File: src/rtl/tpu_pkg.sv
// tpu_pkg: shared FSM state encoding and accumulator width helper for the
// matrix-multiply core and its PE grid.
`default_nettype none

package tpu_pkg;

    typedef enum logic [1:0] {
        ST_IDLE    = 2'd0,
        ST_COMPUTE = 2'd1,
        ST_OUTPUT  = 2'd2
    } state_e;

    // Full-precision sum of n products of two dw-bit operands.
    function automatic int accw(input int n, input int dw);
        return 2 * dw + $clog2(n);
    endfunction

endpackage

`default_nettype wire

File: src/rtl/pe_array.sv
// pe_array: NxN output-stationary MAC grid; A flows left-to-right, B flows
// top-to-bottom, each PE keeps its own accumulator.
`default_nettype none

module pe_array
    import tpu_pkg::*;
#(
    parameter int N      = 2,
    parameter int DW     = 8,
    parameter int SIGNED = 0,
    parameter int ACCW   = accw(N, DW)
) (
    input  logic                   clk,
    input  logic                   rst,
    input  logic                   clr,
    input  logic                   en,
    input  logic [N*DW-1:0]        a_edge,
    input  logic [N*DW-1:0]        b_edge,
    output logic [N*N*ACCW-1:0]    acc_flat
);

    logic [DW-1:0] a_w [N][N];
    logic [DW-1:0] b_w [N][N];

    for (genvar i = 0; i < N; i++) begin : g_row
        for (genvar j = 0; j < N; j++) begin : g_col
            logic [DW-1:0]          a_in;
            logic [DW-1:0]          b_in;
            logic [DW-1:0]          a_q;
            logic [DW-1:0]          b_q;
            logic [ACCW-1:0]        acc_q;
            logic signed [DW:0]     a_x;
            logic signed [DW:0]     b_x;
            logic signed [2*DW+1:0] prod;

            if (j == 0) begin : g_a_edge
                assign a_in = a_edge[i*DW +: DW];
            end else begin : g_a_pass
                assign a_in = a_w[i][j-1];
            end

            if (i == 0) begin : g_b_edge
                assign b_in = b_edge[j*DW +: DW];
            end else begin : g_b_pass
                assign b_in = b_w[i-1][j];
            end

            // One extra bit lets a single signed multiplier serve both modes.
            assign a_x  = (SIGNED != 0) ? {a_in[DW-1], a_in} : {1'b0, a_in};
            assign b_x  = (SIGNED != 0) ? {b_in[DW-1], b_in} : {1'b0, b_in};
            assign prod = a_x * b_x;

            always_ff @(posedge clk) begin
                if (rst || clr) begin
                    a_q   <= '0;
                    b_q   <= '0;
                    acc_q <= '0;
                end else if (en) begin
                    a_q   <= a_in;
                    b_q   <= b_in;
                    acc_q <= acc_q + ACCW'(prod);
                end
            end

            assign a_w[i][j] = a_q;
            assign b_w[i][j] = b_q;
            assign acc_flat[(i*N+j)*ACCW +: ACCW] = acc_q;
        end
    end

endmodule

`default_nettype wire

File: src/rtl/mmu_core_n.sv
// mmu_core_n: streaming NxN matrix multiply with optional transpose, ReLU and
// saturation; loads 2*N*N operand bytes, emits N*N result bytes row-major.
`default_nettype none

module mmu_core_n
    import tpu_pkg::*;
#(
    parameter int N      = 2,
    parameter int DW     = 8,
    parameter int SIGNED = 0
) (
    input  logic          clk,
    input  logic          rst,
    input  logic          in_valid,
    output logic          in_ready,
    input  logic [DW-1:0] in_data,
    input  logic          transpose,
    input  logic          activation,
    input  logic          sat_en,
    output logic          out_valid,
    input  logic          out_ready,
    output logic [DW-1:0] out_data,
    output logic          out_last,
    output logic          busy,
    output logic          done
);

    localparam int NN    = N * N;
    localparam int TOT   = 2 * NN;
    localparam int ACCW  = accw(N, DW);
    localparam int LW    = $clog2(TOT + 1);
    localparam int AW    = $clog2(TOT);
    localparam int OW    = $clog2(NN);
    localparam int CW    = $clog2(3 * N - 1);
    localparam int CLAST = 3 * N - 2;

    state_e          state_q, state_d;
    logic [LW-1:0]   lcnt_q, lcnt_d;
    logic [CW-1:0]   ccnt_q;
    logic [OW-1:0]   ocnt_q;
    logic [DW-1:0]   buf_q [TOT];
    logic [DW-1:0]   res_q [NN];
    logic            trans_q, act_q, sat_q;

    logic            accept;
    logic [N*DW-1:0] a_edge, b_edge;
    logic [NN*ACCW-1:0] acc_flat;

    assign in_ready  = (lcnt_q < LW'(TOT)) && (state_q != ST_COMPUTE);
    assign accept    = in_valid && in_ready;
    assign out_valid = (state_q == ST_OUTPUT);
    assign out_last  = out_valid && (ocnt_q == OW'(NN - 1));
    assign out_data  = out_valid ? res_q[ocnt_q] : '0;
    assign done      = out_last && out_ready;
    assign busy      = (state_q != ST_IDLE);

    function automatic logic [DW-1:0] post(input logic [ACCW-1:0] v,
                                           input logic act, input logic sat);
        logic [ACCW-1:0] x;
        logic [DW-1:0]   r;
        x = v;
        if ((SIGNED != 0) && act && x[ACCW-1])
            x = '0;
        r = x[DW-1:0];
        if (sat) begin
            if (SIGNED != 0) begin
                // Out of range when the bits above the DW-bit sign are not a pure sign extension.
                if (!(&x[ACCW-1:DW-1]) && (|x[ACCW-1:DW-1]))
                    r = x[ACCW-1] ? {1'b1, {(DW-1){1'b0}}} : {1'b0, {(DW-1){1'b1}}};
            end else if (|x[ACCW-1:DW]) begin
                r = '1;
            end
        end
        return r;
    endfunction

    // Skewed feed: row i / column j see operand index k = ccnt - i (or - j).
    always_comb begin
        int k;
        k      = 0;
        a_edge = '0;
        b_edge = '0;
        for (int i = 0; i < N; i++) begin
            k = int'(ccnt_q) - i;
            if (state_q == ST_COMPUTE && k >= 0 && k < N) begin
                a_edge[i*DW +: DW] = buf_q[i*N + k];
                b_edge[i*DW +: DW] = trans_q ? buf_q[NN + i*N + k] : buf_q[NN + k*N + i];
            end
        end
    end

    pe_array #(
        .N      (N),
        .DW     (DW),
        .SIGNED (SIGNED),
        .ACCW   (ACCW)
    ) u_pe_array (
        .clk      (clk),
        .rst      (rst),
        .clr      (state_q != ST_COMPUTE),
        .en       (state_q == ST_COMPUTE),
        .a_edge   (a_edge),
        .b_edge   (b_edge),
        .acc_flat (acc_flat)
    );

    always_comb begin
        state_d = state_q;
        lcnt_d  = lcnt_q;
        case (state_q)
            ST_IDLE:    if (lcnt_q == LW'(TOT)) state_d = ST_COMPUTE;
            ST_COMPUTE: if (ccnt_q == CW'(CLAST)) state_d = ST_OUTPUT;
            ST_OUTPUT:  if (done) state_d = (lcnt_q == LW'(TOT)) ? ST_COMPUTE : ST_IDLE;
            default:    state_d = ST_IDLE;
        endcase
        if (state_d == ST_COMPUTE && state_q != ST_COMPUTE)
            lcnt_d = '0;
        else if (accept)
            lcnt_d = lcnt_q + LW'(1);
    end

    always_ff @(posedge clk) begin
        if (rst) begin
            state_q <= ST_IDLE;
            lcnt_q  <= '0;
            ccnt_q  <= '0;
            ocnt_q  <= '0;
            trans_q <= 1'b0;
            act_q   <= 1'b0;
            sat_q   <= 1'b0;
            for (int e = 0; e < TOT; e++) buf_q[e] <= '0;
            for (int e = 0; e < NN; e++)  res_q[e] <= '0;
        end else begin
            state_q <= state_d;
            lcnt_q  <= lcnt_d;
            ccnt_q  <= (state_q == ST_COMPUTE) ? ccnt_q + CW'(1) : '0;

            if (accept) begin
                buf_q[lcnt_q[AW-1:0]] <= in_data;
                if (lcnt_q == '0) begin
                    trans_q <= transpose;
                    act_q   <= activation;
                    sat_q   <= sat_en;
                end
            end

            // Post-processing happens at copy time so a job loaded during
            // OUTPUT cannot change the modes of results already queued.
            if (state_q == ST_COMPUTE && ccnt_q == CW'(CLAST))
                for (int e = 0; e < NN; e++)
                    res_q[e] <= post(acc_flat[e*ACCW +: ACCW], act_q, sat_q);

            if (state_q != ST_OUTPUT)
                ocnt_q <= '0;
            else if (out_ready)
                ocnt_q <= out_last ? '0 : ocnt_q + OW'(1);
        end
    end

endmodule

`default_nettype wire

File: config.mk
export PLATFORM = sky130hd
export DESIGN_NAME = mmu_core_n
export DESIGN_NICKNAME = d
export VERILOG_FILES = /design/src/rtl/tpu_pkg.sv /design/src/rtl/pe_array.sv /design/src/rtl/mmu_core_n.sv
export SDC_FILE = /design/constraint.sdc
export NUM_CORES = 1
export LEC_CHECK = 0
export BUFFER_PORTS_ARGS = -buffer_cell sky130_fd_sc_hd__buf_2
export CAP_MARGIN = 30
export CORE_MARGIN = 3
export CORE_UTILIZATION = 42
export CTS_CLUSTER_DIAMETER = 60
export DETAILED_ROUTE_END_ITERATION = 8
export GPL_TIMING_DRIVEN = 0
export SETUP_SLACK_MARGIN = 0.4
export SKIP_LAST_GASP = 1
export SLEW_MARGIN = 20
export SYNTH_ARGS = -nofsm -noshare
export SYNTH_HDL_FRONTEND = slang
export SYNTH_SLANG_ARGS = --single-unit
export TNS_END_PERCENT = 50
File: constraint.sdc
create_clock -name clk -period 6.4 [get_ports clk]
set_clock_uncertainty 0.15 [all_clocks]
set_input_delay 1.28 -clock clk [delete_from_list [all_inputs] [get_ports clk]]
set_output_delay 1.28 -clock clk [all_outputs]
set_load 0.01 [all_outputs]
After elaboration in Yosys (flattened, before gate mapping)
Memory sizes are Yosys's and may differ from the RTL's. A register that Yosys moved wholly into a read port is not among the register bits.
Index checks and enable logic that the tools add are counted.
W data, S select, Z words.
{ "op_classes": {"n_bitwise": 5, "mul": 4, "n_reduce_logical": 23, "magnitude_cmp": 5, "mux": 47, "eq_ne": 8, "n_addsub": 14} }
{ "ops": {"columns": ["operator", "count"], "rows": [
  ["$mux W8", 28],
  ["$add A17 B17 Y17", 4],
  ["$mul A8 B8 Y16", 4],
  ["$reduce_or A9 Y1", 4],
  ["$add A3 B3 Y3 const A", 4],
  ["$mux W2", 6],
  ["$logic_and A1 B1 Y1", 10],
  ["$mux W1", 10],
  ["$reduce_or A8 Y1", 1],
  ["$mux W3", 2],
  ["$pmux W2 S3", 1],
  ["$reduce_or A2 Y1", 3],
  ["$add A4 B1 Y4 const B", 1],
  ["$eq A2 B1 Y1 const B", 2],
  ["$eq A2 B2 Y1 const B", 2],
  ["$eq A4 B4 Y1 const B", 1],
  ["$ge A4 B1 Y1 const B", 1],
  ["$logic_not A4 Y1", 1],
  ["$lt A4 B3 Y1 const B", 1],
  ["$lt A4 B4 Y1 const B", 1],
  ["$or A1 B1 Y1", 4],
  ["$sub A3 B1 Y4 const B", 1],
  ["$add A2 B3 Y3 const A", 1],
  ["$add A3 B1 Y3 const B", 1],
  ["12 further kinds", 12]
]} }
{ "word_totals": {"ram_bits": 96, "register_bits": 113, "mem_count": 2, "out_inout_bits": 13} }
{ "mem_list": {"columns": ["name", "depth", "word_bits", "read_ports", "rd_ports_with_merged_regs", "write_ports", "line_no", "source"], "rows": [
  ["buf_q", 8, 8, 6, 1, 8, "mmu_core_n.sv:41", "logic [DW-1:0] buf_q [TOT];"],
  ["res_q", 4, 8, 1, 1, 4, "mmu_core_n.sv:42", "logic [DW-1:0] res_q [NN];"]
]} }

Logic depth before layout (Yosys ltp)
{ "depth": {"depth_word": 8, "mapped_depth": 31, "mapped_depth_nobuf": 29} }

By module
From an unflattened synthesis, not the netlist that was laid out.
{ "unflattened": {"hier_cells": 2119, "area_unflattened_um2": 20327.0} }
{ "by_module_without_submodules": {"columns": ["module", "seq_area_each_um2", "instances", "area_per_inst_um2", "cells_per_inst"], "rows": [
  ["pe_array", 2001.9, 1, 13970.9, 1641],
  ["mmu_core_n", 3183.1, 1, 6356.1, 478]
]} }

Worst setup path after synthesis
No wires, ideal clock.
{ "synth_path": {"path_kind": "register to register", "startpoint": "reg ccnt_q[1]", "endpoint": "reg u_pe_array.g_row[0].g_col[0].acc_q[16]", "stages_incl_launch_ff": 28, "setup_slack_ns": -0.068, "t_arrival_ns": 6.193, "setup_ns": 0.125, "path_buffers": 4, "cell_sequence": "dfxtp_1 buf_6 buf_2 nor3_2 buf_4 nand2_1 or2_2 fa_1 inv_1 fa_1 inv_1 fa_1 fa_1 inv_1 ha_1 or2_2 a21oi_1 inv_1 a31o_2 a21oi_1 xnor2_1 ha_1 clkbuf_1 nand2_1 o21a_1 o21ba_2 o211ai_1 o31ai_1"} }
{ "synth_between": {"elab_chain_cells": 6} }
{ "synth_rtl": {"columns": ["element", "line_no", "source"], "rows": [
  ["from (decl)", "mmu_core_n.sv:39", "logic [CW-1:0] ccnt_q;"],
  ["from (signal assigned)", "mmu_core_n.sv:136", "ccnt_q <= (state_q == ST_COMPUTE) ? ccnt_q + CW'(1) : '0;"],
  ["$add A3 B3 Y3 or $ge A3 B1 Y1 (tied branches)", "mmu_core_n.sv:87, mmu_core_n.sv:85", null],
  ["$mem_v2 Z8 W8 or $logic_and A1 B1 Y1 (tied branches)", null, null],
  ["$mux W8 or $logic_and A1 B1 Y1 (tied branches)", "mmu_core_n.sv:87, mmu_core_n.sv:85", null],
  ["$mux W8", "mmu_core_n.sv:85", "if (state_q == ST_COMPUTE && k >= 0 && k < N) begin"],
  ["$mul A8 B8 Y16 *", "pe_array.sv:51", "assign prod = a_x * b_x;"],
  ["$add A17 B17 Y17 *", "pe_array.sv:61", "acc_q <= acc_q + ACCW'(prod);"],
  ["to (signal assigned)", "pe_array.sv:61", null],
  ["to (decl)", "pe_array.sv:31", "logic [ACCW-1:0] acc_q;"]
]} }
Mark *: on every way between the ends. The rest lies on a longest branch, timed or not.
A chain may end at the register's enable or synchronous reset.

Final worst setup path
{ "layout_path": {"startpoint": "reg ccnt_q[1]", "endpoint": "reg u_pe_array.g_row[0].g_col[0].acc_q[15]"} }
The elaborated chain is that of the path after synthesis.

==> impl_metrics.json <==
{
  "ios": 28,
  "htree_levels": 1,
  "timing.final.crit_share": 1.01,
  "hold_start": "u_pe_array.g_row[0].g_col[1].acc_q[16]",
  "ys_warn_count": 0,
  "crit_type": "reg2reg",
  "timing.rr.end": "u_pe_array.g_row[0].g_col[0].acc_q[15]",
  "synth_area_leaders": "fa_1, edfxtp_1, ha_1, dfxtp_1, and2_1",
  "placed_cells": 2676,
  "synth_top_area_share": 0.149,
  "dr.pass1.iters": 5,
  "route.met3.wl_um": 1940,
  "postSynthCellCount": 2039,
  "ys_types": 71,
  "synth_nets": 2418,
  "hold_slack_ps": 328,
  "avgSynthCellArea_um2": 9.73,
  "synth_edf_count": 96,
  "failed_checks": "setup timing",
  "cts_root_buf": "clkbuf_16",
  "cts.sinks": 211,
  "finalSetupViolations": 4,
  "drcViolationCount": 0,
  "viasPerCell": 5.34,
  "place_area_um2": 21000,
  "antenna_found_initial": 0,
  "grt_max_degree": 28,
  "drv_cap": 0,
  "hold_end": "u_pe_array.g_row[0].g_col[1].acc_q[16]",
  "top_layer_used": "met4",
  "whs_path_depth": 2,
  "clk_path_buf_depth": 3,
  "wl_met2_um": 24500,
  "syn-cell-area_um2": 19800,
  "start_kind": "register",
  "cp_max_fo": 5,
  "power_density_nw_per_um2": 135,
  "grt_setup_unrepaired": "yes",
  "power_mw": 3.18,
  "pwr-share-comb": 0.051,
  "groute.usage.overall": 0.202,
  "post-route-cell-area_um2": 23700,
  "insertion_delay_ps": 550,
  "cts_buffers": 27,
  "finalHoldViolations": 0,
  "hold_class": "reg2reg",
  "synth_top_area_cell": "fa_1",
  "tightest_slew_ps": 942,
  "grt_pass1_wl_um": 81200,
  "ant_nets": 0,
  "die_w_um": 223,
  "timing.rr.start": "ccnt_q[1]",
  "vdd_ir_drop_max_mv": 0.195,
  "overflow": 0,
  "max_slew_margin": 0.372,
  "area_growth_pct": 19.3,
  "core_um2": 46700,
  "required_ps": 6660,
  "period_needed_ps": 6480,
  "wirelength_um": 50500,
  "fin_cells": 2827,
  "p_leak_nw": 10.7,
  "nets": 2578,
  "cp.arrival_ps": 6740,
  "rr_worst_depth": 26,
  "dr_total_vias": 15102,
  "die_h_um": 223,
  "cts_tree": "built",
  "yosysSeqAreaShare": 0.261,
  "p_seq_frac": 0.460,
  "drtIter0Drc": 839,
  "place_hpwl_um": 39300,
  "swShare": 0.231,
  "wl_per_cell_um": 17.9,
  "power_frac_clock": 0.489,
  "io_buffer_count": 26,
  "drive_gt1_frac": 0.207,
  "die_area_um2": 49900,
  "synth_seq_cells": 211,
  "outcome": "finished with violations",
  "slew_viol_final": 0,
  "first_global_vias": 15357,
  "rows": 79,
  "async_flop_share": 0,
  "worstSetupEndpointType": "register",
  "max_freq_mhz": 154,
  "p_int_mw": 2.45,
  "initial_utilization": 0.425,
  "clk_pin_slew_worst_paths_ps": 60,
  "synthFlopType": "dfxtp_1",
  "worst_slack_ps": -77.4,
  "p_sw_uw": 737,
  "ff2ff_setup_slack_ps": -80,
  "wl_met1_um": 22500,
  "gp_congestion": 0.901
}
[worst max-delay path, cell delays in order (launching register included)]
cell and delay [ps]:
dfxtp_2 360, buf_12 140, buf_4 120, buf_4 120
mux4_2 480, mux2i_1 170, nand2_2 140, o21ai_4 140
nor2_2 70, fa_1 510, inv_1 50, fa_1 470
inv_1 50, fa_1 500, fa_2 460, ha_4 300
nand2_1 70, o211ai_1 270, a21oi_1 140, o211a_1 240
xnor2_1 230, ha_1 350, a21oi_1 170, o21a_2 190
nor4_1 50, a311oi_1 280, nand3_1 120
[area by class of cell]
class | instances | area [µm²]
clock inverters | 20 | 230
repair buffers | 130 | 1050
fillers | 4251 | 23000
multi-input cells | 1545 | 14500
clock buffers | 29 | 683
diodes | 1 | 2.50
inverters | 238 | 901
plain buffers | 46 | 355
flip-flops and latches | 211 | 5190
well taps | 607 | 759
[worst max-delay path by stage]
stage	start	end	slack, ps
finish	ccnt_q[1]	u_pe_array.g_row[0].g_col[0].acc_q[15]	-80
global placement	state_q[0]	u_pe_array.g_row[0].g_col[0].acc_q[15]	-650
floorplan	ccnt_q[1]	u_pe_array.g_row[0].g_col[1].acc_q[15]	230
detailed placement	state_q[0]	u_pe_array.g_row[0].g_col[0].acc_q[15]	-720
CTS	ccnt_q[1]	u_pe_array.g_row[0].g_col[0].acc_q[15]	-60
global route	ccnt_q[1]	u_pe_array.g_row[0].g_col[1].acc_q[15]	-390
[metal layers]
layer  GRT usage  up-vias
met3      0.0224       89
met2       0.353      305
met4      0.0537        0
met1       0.267     7438
met5           0        -
li1            -     7270
[repair_timing]
item                                    4_1_cts  5_1_grt
buffers inserted                             77       20
pin swaps                                    99       54
cloned                                        2        1
hold buffers                                  0        0
resized for setup                           146       63
endpoints found under the setup margin       28       30
endpoints found under the hold margin         0        0
[cells in the final DEF (no fill, tap or decap), types with 53 or more instances in the layout]
master	synthesis	routed
a21oi_1	83	63
and2_1	223	215
buf_4	2	83
dfxtp_1	115	112
edfxtp_1	96	96
fa_1	148	140
ha_1	216	200
inv_1	237	229
nand2_1	145	125
nor2_1	156	142
xnor2_1	55	53
[registers in the layout, summed over array words and instances (netlist names), named ones only]
signal and cells:
res_q 32, lcnt_q 4, u_pe_array.g_row.g_col.b_q 16, u_pe_array.g_row.g_col.a_q 16
buf_q 64, trans_q 1, sat_q 1, ccnt_q 3
state_q 2, u_pe_array.g_row.g_col.acc_q 68, ocnt_q 2
[stage by stage]
step	worst slack (ps)	TNS [ps]	utilization
floorplan	235	0	-
global route	-390	-2780	0.507
CTS	-60.4	-158	0.499
detailed placement	-719	-6470	0.451
global placement	-647	-5230	0.449
finish	-77.4	-239	0.507
[power groups by stage]
| stage | Clock [mW] | Combinational [mW] | Sequential [mW] |
|---|---|---|---|
| 2_1_floorplan | 0 | 0.0789 | 1.48 |
| 3_3_place_gp | 0 | 0.123 | 1.49 |
| 3_5_place_dp | 0 | 0.127 | 1.49 |
| 4_1_cts | 1.59 | 0.154 | 1.46 |
| 5_1_grt | 1.64 | 0.172 | 1.47 |
| 6_report | 1.56 | 0.163 | 1.46 |
[kinds of logic after synthesis]
family	Yosys count	synth area share
and+or+nand+nor	700	0.184
xor gates and xnor gates	92	0.0406
muxes	69	0.0613
DFF	211	0.261
AOI/OAI and AO/OA	319	0.111
adders and majority gates	364	0.285
buffers and inverters	284	0.0571
[cells in the mapped netlist (all sizes together) (2+ instances only)]
master,instances
a211o,2
nor4,13
and2,223
dfxtp,115
xor2,37
a21o,35
a2bb2oi,4
o211ai,19
fa,148
mux4,42
o31ai,5
and3,8
mux2i,27
xnor2,55
o21ai,45
nand4,11
or3,7
a41oi,3
or2,22
nor2b,12
a21oi,86
nor3b,3
a31o,7
nor3,47
o211a,4
o311a,2
a311oi,3
inv,238
nand3,21
a2111o,2
clkbuf,25
nor2,168
a211oi,24
ha,216
a31oi,9
or3b,2
nand2,145
edfxtp,96
o21bai,15
o21a,41
nand2b,16
a21boi,4
buf,21
Power figures use the tool's default switching activity.
